===== src/rtl/uart_tx_arbiter.sv =====
// Round-robin arbiter sharing one uart_tx serialiser among NUM_REQ byte streams.
// Ownership is per message: the owner keeps the line until req_last or MAX_BURST bytes.
module uart_tx_arbiter #(
    parameter int NUM_REQ   = 4,   // 2..8
    parameter int MAX_BURST = 16,  // 1..255
    parameter int START_TMO = 4    // 2..255
) (
    input  logic                   clk,
    input  logic                   reset,
    input  logic [NUM_REQ-1:0]     req_valid,
    input  logic [8*NUM_REQ-1:0]   req_data,
    input  logic [NUM_REQ-1:0]     req_last,
    output logic [NUM_REQ-1:0]     req_ready,
    output logic                   tx_en,
    output logic [7:0]             tx_data,
    input  logic                   tx_busy,
    output logic [NUM_REQ-1:0]     grant,
    output logic                   tx_err,
    output logic [2:0]             dbg_state
);

    localparam int IW = (NUM_REQ > 1) ? $clog2(NUM_REQ) : 1;

    typedef enum logic [2:0] {
        S_IDLE       = 3'd0,
        S_ISSUE      = 3'd1,
        S_WAIT_START = 3'd2,
        S_WAIT_DONE  = 3'd3,
        S_HOLD       = 3'd4
    } state_t;

    state_t             state_q, state_d;
    logic [NUM_REQ-1:0] grant_q, grant_d;
    logic [IW-1:0]      gidx_q, gidx_d;
    logic [IW-1:0]      rr_q, rr_d;
    logic [7:0]         burst_q, burst_d;
    logic               last_q, last_d;
    logic [7:0]         tmo_q, tmo_d;
    logic [7:0]         data_q, data_d;
    logic               err_q, err_d;

    logic [IW:0]        cand;
    logic [IW-1:0]      pick_idx;
    logic               pick_found;
    logic [IW-1:0]      next_ptr;
    logic [7:0]         cur_byte;

    // First valid requester at or after rr_q, wrapping modulo NUM_REQ.
    always_comb begin
        cand       = '0;
        pick_idx   = '0;
        pick_found = 1'b0;
        for (int k = 0; k < NUM_REQ; k++) begin
            cand = {1'b0, rr_q} + (IW+1)'(k);
            if (cand >= (IW+1)'(NUM_REQ)) begin
                cand = cand - (IW+1)'(NUM_REQ);
            end
            if (!pick_found && req_valid[cand[IW-1:0]]) begin
                pick_found = 1'b1;
                pick_idx   = cand[IW-1:0];
            end
        end
    end

    always_comb begin
        cur_byte = '0;
        for (int k = 0; k < NUM_REQ; k++) begin
            if (gidx_q == IW'(k)) begin
                cur_byte = req_data[8*k +: 8];
            end
        end
    end

    assign next_ptr = (gidx_q == IW'(NUM_REQ - 1)) ? '0 : gidx_q + IW'(1);

    // Handshake: a requester holds req_valid/req_data/req_last stable until it
    // sees req_ready; the byte is consumed on the cycle where valid & ready.
    // req_ready is a single-cycle pulse in ISSUE, only to the granted index.
    assign tx_en     = (state_q == S_ISSUE);
    assign req_ready = tx_en ? grant_q : '0;
    assign tx_data   = tx_en ? cur_byte : data_q;
    assign grant     = grant_q;
    assign tx_err    = err_q;
    assign dbg_state = state_q;

    always_comb begin
        state_d = state_q;
        grant_d = grant_q;
        gidx_d  = gidx_q;
        rr_d    = rr_q;
        burst_d = burst_q;
        last_d  = last_q;
        tmo_d   = tmo_q;
        data_d  = data_q;
        err_d   = err_q;
        case (state_q)
            S_IDLE: begin
                if (pick_found && !tx_busy) begin
                    grant_d           = '0;
                    grant_d[pick_idx] = 1'b1;
                    gidx_d            = pick_idx;
                    burst_d           = '0;
                    state_d           = S_ISSUE;
                end
            end
            S_ISSUE: begin
                data_d  = cur_byte;
                last_d  = req_last[gidx_q];
                burst_d = burst_q + 8'd1;
                // The ISSUE cycle counts as the first cycle of the start window.
                tmo_d   = 8'd1;
                state_d = S_WAIT_START;
            end
            S_WAIT_START: begin
                if (tx_busy) begin
                    state_d = S_WAIT_DONE;
                end else if (tmo_q >= 8'(START_TMO - 1)) begin
                    err_d   = 1'b1;
                    grant_d = '0;
                    rr_d    = next_ptr;
                    state_d = S_IDLE;
                end else begin
                    tmo_d = tmo_q + 8'd1;
                end
            end
            S_WAIT_DONE: begin
                if (!tx_busy) begin
                    if (last_q || (burst_q == 8'(MAX_BURST))) begin
                        grant_d = '0;
                        rr_d    = next_ptr;
                        state_d = S_IDLE;
                    end else begin
                        state_d = S_HOLD;
                    end
                end
            end
            S_HOLD: begin
                // No timeout here: the owner may pause mid-message indefinitely.
                if (req_valid[gidx_q]) begin
                    state_d = S_ISSUE;
                end
            end
            default: begin
                state_d = S_IDLE;
                grant_d = '0;
            end
        endcase
    end

    always_ff @(posedge clk) begin
        if (reset) begin
            state_q <= S_IDLE;
            grant_q <= '0;
            gidx_q  <= '0;
            rr_q    <= '0;
            burst_q <= '0;
            last_q  <= 1'b0;
            tmo_q   <= '0;
            data_q  <= '0;
            err_q   <= 1'b0;
        end else begin
            state_q <= state_d;
            grant_q <= grant_d;
            gidx_q  <= gidx_d;
            rr_q    <= rr_d;
            burst_q <= burst_d;
            last_q  <= last_d;
            tmo_q   <= tmo_d;
            data_q  <= data_d;
            err_q   <= err_d;
        end
    end

    a_grant_onehot: assert property (@(posedge clk) disable iff (reset) $onehot0(grant_q));
    a_ready_granted: assert property (@(posedge clk) disable iff (reset) (req_ready & ~grant_q) == '0);
    a_en_has_owner: assert property (@(posedge clk) disable iff (reset) tx_en |-> (grant_q != '0));

endmodule


===== config.mk =====
export PLATFORM = sky130hd
export DESIGN_NAME = uart_tx_arbiter
export DESIGN_NICKNAME = d
export VERILOG_FILES = /design/src/rtl/uart_tx_arbiter.sv
export SDC_FILE = /design/constraint.sdc
export NUM_CORES = 1
export LEC_CHECK = 0
export ABC_AREA = 1
export BUFFER_PORTS_ARGS = -buffer_cell sky130_fd_sc_hd__buf_2
export CAP_MARGIN = 20
export CORE_MARGIN = 2
export CORE_UTILIZATION = 25
export CTS_BUF_LIST = sky130_fd_sc_hd__clkbuf_4 sky130_fd_sc_hd__clkbuf_8
export DETAILED_ROUTE_END_ITERATION = 10
export PLACE_DENSITY = 0.56
export REMOVE_ABC_BUFFERS = 1
export SLEW_MARGIN = 30
export SYNTH_ARGS = -nofsm -noshare
export SYNTH_HDL_FRONTEND = slang
export SYNTH_SLANG_ARGS = --single-unit

===== constraint.sdc =====
create_clock -name clk -period 4.3 [get_ports clk]
set_input_delay 0.215 -clock clk [delete_from_list [all_inputs] [get_ports clk]]
set_output_delay 0.215 -clock clk [all_outputs]
set_load 0.01 [all_outputs]

==> results.txt, run 1 <==
first-pass iteration count of the detailed router -> 4
count of final setup violators -> 0
register share of total power -> 26.9%
Sw Share -> 45.4%
Leakage Power -> 1.35 nW
pin slew with the least headroom to its limit -> 0.741 ns
Post-CTS Hold Buffers -> 0
DR vias -> 2,376
cell type group with the largest total delay on the critical path -> buffers and inverters
required time worst endpoint -> 4.09 ns
number of global-route vias before repair -> 2,266
largest net degree at the start of global routing -> 28
max-capacitance violation count -> 0
post-layout total power -> 1.79 mW
CTS root buffer -> clkbuf_8
CTS HTree Levels -> 2
slew margin rel. -> 50.4%
Power Dens Cells -> 612 mW/mm^2
global-route wire length before repair -> 10,400 um
clock-pin slew reported for the worst setup and hold paths after clock tree synthesis -> 0.07 ns
Via-to-Cell Ratio -> 4.45
Num CTS Buffers -> 5
setup skew after layout -> 0.00706 ns
drt wl/cell -> 12.0 um
Unique masters post-synth -> 35
status -> finished, final reports clean
sw power -> 0.813 mW
TritonCTS clock tree -> built
largest fanout of any net on the critical path -> 27
clock tree sinks -> 37
total gr overflow -> 0
GP Congestion -> 0.874
GRT Resource Usage Total -> 12.6%
Combinational Power Share -> 55.2%
share of layout cells above drive strength 1 -> 28.9%
nature of the critical path startpoint -> flip-flop
hold path start -> tx_busy
Post-CTS Resized -> 0
routed wire length -> 6420 um
worst reg2reg startpoint -> dbg_state[0]$_SDFFE_PP0P_
worst setup path class -> reg -> out
number of max-slew violations in the final report -> 0
cell type of the slowest stage on the worst timing path -> nor3_4
number of antenna diodes -> 0
number of top-level pins -> 64
cells traversed along the worst timing path -> inv_1 -> nor3_4 -> inv_2 -> a21oi_1 -> a2bb2oi_1 -> buf_2
sum of net half-perimeters after detailed placement -> 4860 um
maximum clock insertion buffer count -> 2
longest individual stage delay on the worst path -> 0.58 ns
internal cell power -> 0.977 mW
maximum ir drop on the vdd rail -> 0.223 mV
Tcrit/Tclk final -> 58.0%
Mapped Cells -> 346
number of remaining DRC errors -> 0
class of the tightest hold or removal check -> in -> reg
syn_area_per_cell -> 6.93 sq um
net count reported at finish -> 454
hold-critical path endpoint -> dbg_state[0]$_SDFFE_PP0P_
RSZ-0062 raised after global routing -> no
Hold Fails Final Rpt -> 0
register bit total from synthesis -> 37
kind of capture point of the worst setup path -> primary output
Chip Width -> 102 um
source-to-sink clock delay at the later pin of the worst-skew pair -> 0.29 ns
register-to-register path setup slack -> 2.22 ns
drt first-iter violations -> 58
Die Ht -> 102 um
worst r2r dst -> data_q[1]$_SDFF_PP0_
Buf+Inv Stages, Crit Path -> 3
number of cells traversed by the worst hold path -> 3
Seq/Total Area, Yosys -> 30.9%
Peak Freq -> 401 MHz
count of fill cells added during filler insertion -> 1,044
final critical-path setup slack -> 1.81 ns
total negative setup slack -> 0 ns
shortest clock period the worst path allows after layout -> 2.49 ns
Post-CTS Setup Repair Bufs -> 0
signal arrival time at the worst endpoint -> 2.28 ns
WHS -> 0.287 ns
relative contribution of the clock network to total power -> 18.0%
initial standard-cell utilization of the core -> 25.8%
FF-to-FF path depth -> 6
post-route antenna net violation count -> 0
number of core rows -> 35
Core Region -> 0.00928 sq mm
DP Worst Slack -> 2.10 ns
port buffer count -> 63
area of the mapped netlist -> 0.00240 sq mm
area growth from synthesis to final layout -> 21.9%
total instance count after detailed placement -> 526
Synth Warn # -> 0
non-filler cells, final -> 534
die area -> 0.0104 sq mm
initial antenna violation count -> 0
cells in the mapped netlist:
cell | instances | area share (%)
or2_2 | 1 | 0.26
inv_2 | 6 | 0.94
nor2_2 | 3 | 0.78
nand4_1 | 4 | 1.0
nor3_4 | 1 | 0.68
a21oi_1 | 33 | 6.9
o21ai_2 | 1 | 0.37
nand3_2 | 8 | 3.3
nand2_2 | 14 | 3.7
nand3_4 | 2 | 1.5
nor3_1 | 10 | 2.1
a211oi_1 | 1 | 0.31
nand2_1 | 78 | 12
o22ai_1 | 1 | 0.26
clkbuf_1 | 7 | 1.1
o21a_1 | 2 | 0.63
nor2_4 | 1 | 0.47
nand2_4 | 1 | 0.47
o21ai_0 | 11 | 2.3
ha_1 | 7 | 3.7
buf_2 | 3 | 0.63
buf_12 | 1 | 0.83
buf_6 | 1 | 0.47
o211ai_1 | 9 | 2.8
nand3b_1 | 1 | 0.31
a21oi_2 | 7 | 2.6
clkinv_1 | 1 | 0.16
nand3_1 | 18 | 3.8
a2bb2oi_1 | 8 | 2.9
inv_1 | 35 | 5.5
nor2_1 | 22 | 3.4
and2_1 | 8 | 2.1
o21ai_1 | 2 | 0.42
inv_6 | 1 | 0.37
dfxtp_1 | 37 | 31
stage by stage:
step / area, sq um / util (%)
final: 2920 / 31.5
after CTS: 2920 / 31.5
after global placement: 2800 / 30.2
after detailed placement: 2800 / 30.2
after global routing: 2920 / 31.5
after floorplan: 2330 / -
how the worst max path moves through the flow:
stage / startpoint / end / slack, ns / cells after the start
6_report: dbg_state[0]$_SDFFE_PP0P_ / tx_data[1] / 1.81 / 6
5_1_grt: dbg_state[0]$_SDFFE_PP0P_ / tx_data[1] / 1.60 / 6
4_1_cts: dbg_state[2]$_SDFFE_PP0P_ / tx_data[1] / 1.78 / 5
3_5_place_dp: dbg_state[2]$_SDFFE_PP0P_ / tx_data[1] / 2.10 / 5
3_3_place_gp: dbg_state[2]$_SDFFE_PP0P_ / tx_data[1] / 2.17 / 5
2_1_floorplan: dbg_state[0]$_SDFFE_PP0P_ / data_q[0]$_SDFF_PP0_ / 2.54 / 6
power groups by stage:
stage	clock (mW)	combinational, mW	sequential [mW]
2_1_floorplan	0	0.707	0.486
3_3_place_gp	0	0.987	0.487
3_5_place_dp	0	0.990	0.490
4_1_cts	0.332	0.996	0.481
5_1_grt	0.348	1.12	0.495
6_report	0.321	0.988	0.481
routing by layer:
metal	wire length, um	up-vias	part of all wire [%]	track usage [%]
met5	0	-	0	0
met4	52	0	0.81	2.77
met3	550	5	8.6	4.58
met2	2850	75	44	21.8
met1	2970	1040	46	15.0
li1	-	1256	-	-
final cells by class:
| class | instances | area [sq um] | area share [%] |
|---|---|---|---|
| clock buffer | 7 | 90.1 | 3.08 |
| tap | 129 | 161 | 5.52 |
| inverter | 43 | 166 | 5.69 |
| sequential | 37 | 741 | 25.3 |
| clock inverter | 1 | 30.0 | 1.03 |
| timing repair buffer | 63 | 315 | 10.8 |
| multi-input combinational | 254 | 1420 | 48.5 |
worst reg2reg max path: stages (launching register included):
cell	delay, ns
dfxtp_1	0.36
inv_1	0.09
nor3_4	0.58
inv_2	0.45
a21oi_1	0.26
a2bb2oi_1	0.10
and2_1	0.14
kinds of logic (layout without fill, tap and decap cells):
group	Yosys count	in the layout	share of synthesized area, %
DFF	37	37	30.9
and+or+nand+nor	172	172	36.0
buffers and inverters	55	114	9.96
AOI/OAI and AO/OA	75	75	19.5
adders and majority gates	7	7	3.65
state kept, by name, indices dropped and copies added, names as in the netlist:
| signal | flops |
|---|---|
| gidx_q | 2 |
| tx_err | 1 |
| tmo_q | 8 |
| last_q | 1 |
| dbg_state | 3 |
| data_q | 8 |
| grant | 4 |
| burst_q | 8 |
| rr_q | 2 |
placed cells by master (no fill, tap or decap):
cell type,instances
nand2_2,14
and2_1,8
a21oi_1,33
nand4_1,4
clkbuf_8,6
nand3_2,8
nand2_4,1
clkinv_1,1
a21oi_2,7
ha_1,7
nor3_1,10
o21a_1,2
nand2_1,78
nand3_4,2
dfxtp_1,37
o21ai_0,11
clkbuf_4,1
a211oi_1,1
inv_2,6
o21ai_2,1
a2bb2oi_1,8
nand3b_1,1
or2_2,1
o21ai_1,2
bufinv_16,1
buf_2,63
nor2_2,3
nor2_1,22
inv_1,35
o22ai_1,1
nand3_1,18
nor3_4,1
o211ai_1,9
inv_6,1
nor2_4,1
(Power assumes the default switching activity.)
==> inputs of run 2 (changes only) <==
- ABC_AREA: 1 -> 0
- PLACE_DENSITY: 0.56 -> 0.58
- clock period: 4.3 -> 2 ns (I/O delays scaled with it)
==> results.txt, run 2 <==
maximum clock insertion buffer count -> 2 (unchanged)
Hold Fails Final Rpt -> 0 (unchanged)
total negative setup slack -> 0 ns (unchanged)
nature of the critical path startpoint -> flip-flop
number of top-level pins -> 64 (unchanged)
port buffer count -> 63 (unchanged)
clock-pin slew reported for the worst setup and hold paths after clock tree synthesis -> 0.07 ns (about the same)
post-route antenna net violation count -> 0 (unchanged)
global-route wire length before repair -> 9140 um (-12%)
Peak Freq -> 507 MHz
number of core rows -> 33 (-5.7%)
number of global-route vias before repair -> 1,976 (-13%)
number of remaining DRC errors -> 0 (unchanged)
class of the tightest hold or removal check -> in -> reg
total gr overflow -> 0 (unchanged)
number of antenna diodes -> 0 (unchanged)
area growth from synthesis to final layout -> 41.0%
share of layout cells above drive strength 1 -> 41.8% (+13 points)
CTS HTree Levels -> 2 (unchanged)
DR vias -> 2,134 (-10%)
Tcrit/Tclk final -> 98.6%
net count reported at finish -> 379 (-17%)
Yosys top cell area share -> 35.1% (+4.2 points)
routed wire length -> 5910 um (-7.9%)
count of final setup violators -> 0 (unchanged)
Power Dens Cells -> 648 mW/mm^2 (+5.8%)
Unique masters post-synth -> 57 (+63%)
non-filler cells, final -> 435 (-19%)
most common cell after layout, fill and taps aside -> buf_2
sum of net half-perimeters after detailed placement -> 4170 um (-14%)
initial standard-cell utilization of the core -> 25.7% (-0.15 points)
FF-to-FF path depth -> 10 (+4)
source-to-sink clock delay at the later pin of the worst-skew pair -> 0.29 ns (about the same)
area of the mapped netlist -> 0.00211 sq mm (-12%)
register bit total from synthesis -> 37 (unchanged)
initial antenna violation count -> 0 (unchanged)
destination of the critical timing path -> tx_data[6]
Leakage Power -> 1.25 nW (-7.6%)
Num CTS Buffers -> 5 (unchanged)
kind of capture point of the worst setup path -> primary output
status -> finished, final reports clean
Chip Width -> 95.9 um (-5.9%)
Seq/Total Area, Yosys -> 35.1% (+4.2 points)
GRT Resource Usage Total -> 12.5% (-0.11 points)
register-to-register path setup slack -> 0.12 ns (-2.10 ns)
pin slew with the least headroom to its limit -> 0.625 ns (-0.116 ns)
drt wl/cell -> 13.6 um (+13%)
Via-to-Cell Ratio -> 4.91 (+10%)
die area -> 0.00919 sq mm (-12%)
RSZ-0062 raised after global routing -> yes
largest net degree at the start of global routing -> 34 (+21%)
final critical-path setup slack -> 0.0285 ns (-1.78 ns)
setup skew after layout -> 0.00619 ns (-0.000874 ns)
largest fanout of any net on the critical path -> 9 (-67%)
maximum ir drop on the vdd rail -> 0.253 mV (+13%)
Synth Warn # -> 0 (unchanged)
drt first-iter violations -> 151 (+160%)
worst reg2reg startpoint -> gidx_q[1]$_SDFFE_PP0P_
first-pass iteration count of the detailed router -> 4 (unchanged)
Die Ht -> 95.9 um (-5.9%)
worst r2r dst -> data_q[0]$_SDFF_PP0_
GP Congestion -> 0.840 (-3.9%)
number of flops mapped to enable cells by yosys -> 0 (unchanged)
CP startpoint -> gidx_q[1]$_SDFFE_PP0P_
Mapped Cells -> 249 (-28%)
commonest cells after routing, fill and taps aside -> 63 x buf_2, 37 x nor2_1, 33 x dfxtp_1, 19 x buf_4, 15 x nand2_1
slew margin rel. -> 58.3% (+7.9 points)
number of cells traversed by the worst hold path -> 3 (unchanged)
syn_area_per_cell -> 8.48 sq um (+22%)
clock tree sinks -> 37 (unchanged)
required time worst endpoint -> 1.90 ns (-2.19 ns)
Core Region -> 0.00822 sq mm (-11%)
Synth async-reset ratio -> 0% (unchanged)
top post-synthesis cells by count -> 37 x dfxtp_1, 37 x nor2_1, 18 x nor3_1
DP Worst Slack -> -0.00349 ns (-2.11 ns)
TritonCTS clock tree -> built
top cells by area in the synthesized netlist -> dfxtp_1 35%, nor2_1 6.6%, nor3_1 4.3%, ha_1 4.1%, a21oi_1 3.1%
number of max-slew violations in the final report -> 0 (unchanged)
worst setup path class -> reg -> out
registers with the highest flip-flop counts -> burst_q x8, data_q x8, tmo_q x8
utilization after layout -> 36.2% (+4.7 points)
most common flop cell mapped by yosys -> dfxtp_1
CTS root buffer -> clkbuf_8
WHS -> 0.153 ns (-0.135 ns)
signal arrival time at the worst endpoint -> 1.87 ns (-0.41 ns)
max-capacitance violation count -> 0 (unchanged)
cell accounting for the most synthesized area -> dfxtp_1
total instance count after detailed placement -> 418 (-21%)
shortest clock period the worst path allows after layout -> 1.97 ns
## run 2: cell types whose count changed in the layout (fill, tap and decap cells not counted), moves of 8 or more
cell | before | now
a211oi_2 | 0 | 8
a21oi_1 | 33 | 13
buf_4 | 0 | 19
inv_1 | 35 | 4
nand2_1 | 78 | 15
nand2_2 | 14 | 0
nand3_1 | 18 | 5
nor2_1 | 22 | 37
o211ai_1 | 9 | 0
## run 2: kinds of logic after synthesis
group | share of synthesized area (%)
flops | 35.1
buf+inv | 5.10
compound gates | 17.8
xor+xnor | 1.25
fa+ha+maj | 4.15
simple gates | 32.1
mux | 4.56
## run 2: worst min path at each step
| stage | startpoint | to |
|---|---|---|
| 6_report | req_data[25] | data_q[1]$_SDFF_PP0_ |
| 5_1_grt | req_data[29] | data_q[5]$_SDFF_PP0_ |
| 4_1_cts | req_data[31] | data_q[7]$_SDFF_PP0_ |
| 3_5_place_dp | req_data[24] | data_q[0]$_SDFF_PP0_ |
| 3_3_place_gp | tmo_q[7]$_SDFFE_PP0P_ | tmo_q[7]$_SDFFE_PP0P_ |
| 2_1_floorplan | reset | burst_q[0]$_SDFFE_PP0P_ |
## run 2: critical path, stage by stage, from the launching register on
cell      delay, ns
dfxtp_4        0.38
inv_4          0.05
ha_4           0.17
buf_8          0.14
nand3b_1       0.15
a21oi_1        0.14
a21oi_1        0.05
o211a_1        0.22
nor2_1         0.11
buf_2          0.14
## run 2: area by class of cell
class,instances,area (sq um)
fillers,840,5240
multi-input cells,192,1450
flip-flops and latches,37,753
repair buffers,85,504
well taps,105,131
clock buffers,7,96.3
inverters,8,35.0
clock inverters,1,5.00
## run 2: power breakdown
part           switching [mW]  total [mW]  internal, mW
Combinational           0.293       0.546         0.253
Clock                   0.269       0.581         0.312
Sequential             0.0278       0.801         0.773
## run 2: timing repair
item | in CTS | in global routing
resized for setup | 14 | 32
pin swaps | 6 | 17
setup endpoints to repair | 13 | 16
setup buffers | 4 | 6
hold buffers | 0 | 0
endpoints found under the hold margin | 0 | 0
## run 2: through the flow
step	instance area [sq um]	power, mW
final	2980	1.93
after global routing	2980	2.03
after CTS	2770	1.88
after floorplan	2030	1.07
after detailed placement	2590	1.27
after global placement	2590	1.26
## run 2: routing by layer
metal | GRT usage (%) | routed length [um] | up-vias
met3 | 2.58 | 223 | 8
li1 | - | - | 1066
met1 | 14.7 | 2580 | 1013
met5 | 0 | 0 | -
met2 | 22.3 | 3030 | 47
met4 | 4.64 | 73 | 0
==> inputs of run 3 (changes only) <==
- CELL_PAD_IN_SITES_DETAIL_PLACEMENT: not set -> 1
- CELL_PAD_IN_SITES_GLOBAL_PLACEMENT: not set -> 2
- PLACE_DENSITY: 0.58 -> 0.84
==> results.txt, run 3 (synthesis gave the netlist of run 2 again) <==
number of global-route vias before repair -> 2,139 (+8.2%)
class of the tightest hold or removal check -> in -> reg
signal arrival time at the worst endpoint -> 2.17 ns (+0.30 ns)
shortest clock period the worst path allows after layout -> 1.96 ns (-0.00897 ns)
Combinational Power Share -> 30.5% (+2.2 points)
share of layout cells above drive strength 1 -> 46.0% (+4.2 points)
most common cell after layout, fill and taps aside -> buf_2
setup skew after layout -> 0.00324 ns (-0.00295 ns)
maximum clock insertion buffer count -> 2 (unchanged)
number of core rows -> 33 (unchanged)
GRT Resource Usage Total -> 14.2% (+1.7 points)
Peak Freq -> 510 MHz (+0.46%)
Sw Share -> 31.1% (+0.44 points)
RSZ-0062 raised after global routing -> yes
CTS root buffer -> clkbuf_8
post-layout total power -> 1.94 mW (+0.44%)
registers with the highest flip-flop counts -> burst_q x8, data_q x8, tmo_q x8
Tcrit/Tclk final -> 98.1% (-0.45 points)
nature of the critical path startpoint -> flip-flop
port buffer count -> 63 (unchanged)
TritonCTS clock tree -> built
initial antenna violation count -> 0 (unchanged)
initial standard-cell utilization of the core -> 25.7% (unchanged)
global-route wire length before repair -> 10,300 um (+12%)
maximum ir drop on the vdd rail -> 0.222 mV (-12%)
register share of total power -> 41.2% (-0.3 points)
slew margin rel. -> 67.4% (+9.1 points)
kind of capture point of the worst setup path -> flip-flop
pin slew with the least headroom to its limit -> 0.484 ns (-0.141 ns)
Num CTS Buffers -> 5 (unchanged)
relative contribution of the clock network to total power -> 28.3% (-1.8 points)
largest fanout of any net on the critical path -> 5 (-4)
number of max-slew violations in the final report -> 0 (unchanged)
worst setup path class -> reg -> reg
longest individual stage delay on the worst path -> 0.43 ns (+0.05 ns)
total placed instance area -> 0.00262 sq mm (+1.2%)
cells traversed along the worst timing path -> ha_2 -> or4_4 -> nor4_4 -> buf_4 -> a221oi_4 -> o211a_1 -> a211oi_2
total gr overflow -> 0 (unchanged)
largest net degree at the start of global routing -> 22 (-35%)
commonest cells after routing, fill and taps aside -> 63 x buf_2, 37 x nor2_1, 31 x dfxtp_1, 26 x buf_4, 15 x nand2_1
GP Congestion -> 0.786 (-6.5%)
Leakage Power -> 1.30 nW (+3.8%)
clock-pin slew reported for the worst setup and hold paths after clock tree synthesis -> 0.07 ns (about the same)
internal cell power -> 1.33 mW (-0.20%)
CTS HTree Levels -> 2 (unchanged)
post-route cell area -> 0.00308 sq mm (+3.4%)
register-to-register path setup slack -> 0.04 ns (-0.08 ns)
count of final setup violators -> 0 (unchanged)
post-route antenna net violation count -> 0 (unchanged)
DR vias -> 2,197 (+3.0%)
drt wl/cell -> 15.1 um (+11%)
sum of net half-perimeters after detailed placement -> 4720 um (+13%)
number of top-level pins -> 64 (unchanged)
Hold Fails Final Rpt -> 0 (unchanged)
cell type of the slowest stage on the worst timing path -> or4_4
WHS -> 0.150 ns (-0.00301 ns)
routed wire length -> 6680 um (+13%)
Via-to-Cell Ratio -> 4.97 (+1.3%)
die area -> 0.00919 sq mm (unchanged)
number of remaining DRC errors -> 0 (unchanged)
drt first-iter violations -> 44 (-71%)
sw power -> 0.602 mW (+1.9%)
first-pass iteration count of the detailed router -> 4 (unchanged)
number of antenna diodes -> 0 (unchanged)
Power Dens Cells -> 630 mW/mm^2 (-2.8%)
Buf+Inv Stages, Crit Path -> 1 (-2)
DP Worst Slack -> 0.00966 ns (+0.0131 ns)
source-to-sink clock delay at the later pin of the worst-skew pair -> 0.29 ns (about the same)
Core Region -> 0.00822 sq mm (unchanged)
status -> finished, final reports clean
net count reported at finish -> 387 (+2.1%)
cell type group with the largest total delay on the critical path -> simple AND/OR/NAND/NOR gates
max-capacitance violation count -> 0 (unchanged)
Chip Width -> 95.9 um (unchanged)
required time worst endpoint -> 2.21 ns (+0.31 ns)
Die Ht -> 95.9 um (unchanged)
area growth from synthesis to final layout -> 45.7%
final critical-path setup slack -> 0.0374 ns (+0.00897 ns)
clock tree sinks -> 37 (unchanged)
==> run 3: cell types whose count changed in the layout (fill, tap and decap cells not counted), sizes merged <==
cell,change
clkinv,-1
clkbuf,+1
buf,+7
==> run 3: worst min-delay path, cell delays in order <==
cell	delay, ns
buf_2	0.09
a211oi_2	0.07
nor3_1	0.14
==> run 3: layout make-up <==
cell class / instances / area [sq um]
sequential: 37 / 751
inverter: 8 / 35.0
fill: 994 / 5140
clock buffer: 7 / 90.1
multi-input combinational: 192 / 1490
timing repair buffer: 93 / 582
tap: 105 / 131
==> run 3: path summary, 6_finish.rpt <==
kind	to	depth (start not counted)	startpoint
worst min register to register	tx_err$_SDFFE_PP0P_	2	tx_err$_SDFFE_PP0P_
worst min-delay path	data_q[4]$_SDFF_PP0_	3	req_data[28]
worst max-delay path	burst_q[0]$_SDFFE_PP0P_	7	tmo_q[0]$_SDFFE_PP0P_
worst max register to register	burst_q[0]$_SDFFE_PP0P_	7	tmo_q[0]$_SDFFE_PP0P_
==> run 3: repair_timing <==
item                                    CTS  global route
gates resized for setup                  14            40
endpoints found under the setup margin    7            18
hold buffers                              0             0
pin swaps                                 3            22
setup buffers                             4             8
cloned                                    0             1
==> run 3: routing by layer <==
layer,up-vias,global-route usage [%],share of wire (%)
li1,1074,-,-
met3,11,2.43,2.6
met2,33,25.4,50
met1,1079,17.4,46
met5,-,0,0
met4,0,4.29,1.9
==> run 3: power by group through the flow <==
stage / registers [mW] / logic [mW] / clock network [mW]
global route: 0.801 / 0.646 / 0.600
CTS: 0.794 / 0.506 / 0.564
finish: 0.797 / 0.591 / 0.548
global placement: 0.808 / 0.465 / 0
detailed placement: 0.810 / 0.473 / 0
floorplan: 0.819 / 0.255 / 0
==> run 3: metrics by stage <==
step | setup TNS (ns) | utilization [%] | cells
6_report | 0 | 37.4 | 442
5_1_grt | -0.452 | 37.4 | 442
4_1_cts | 0 | 34.1 | 433
3_5_place_dp | 0 | 31.9 | 422
3_3_place_gp | 0 | 31.9 | 422
2_1_floorplan | 0 | - | 237
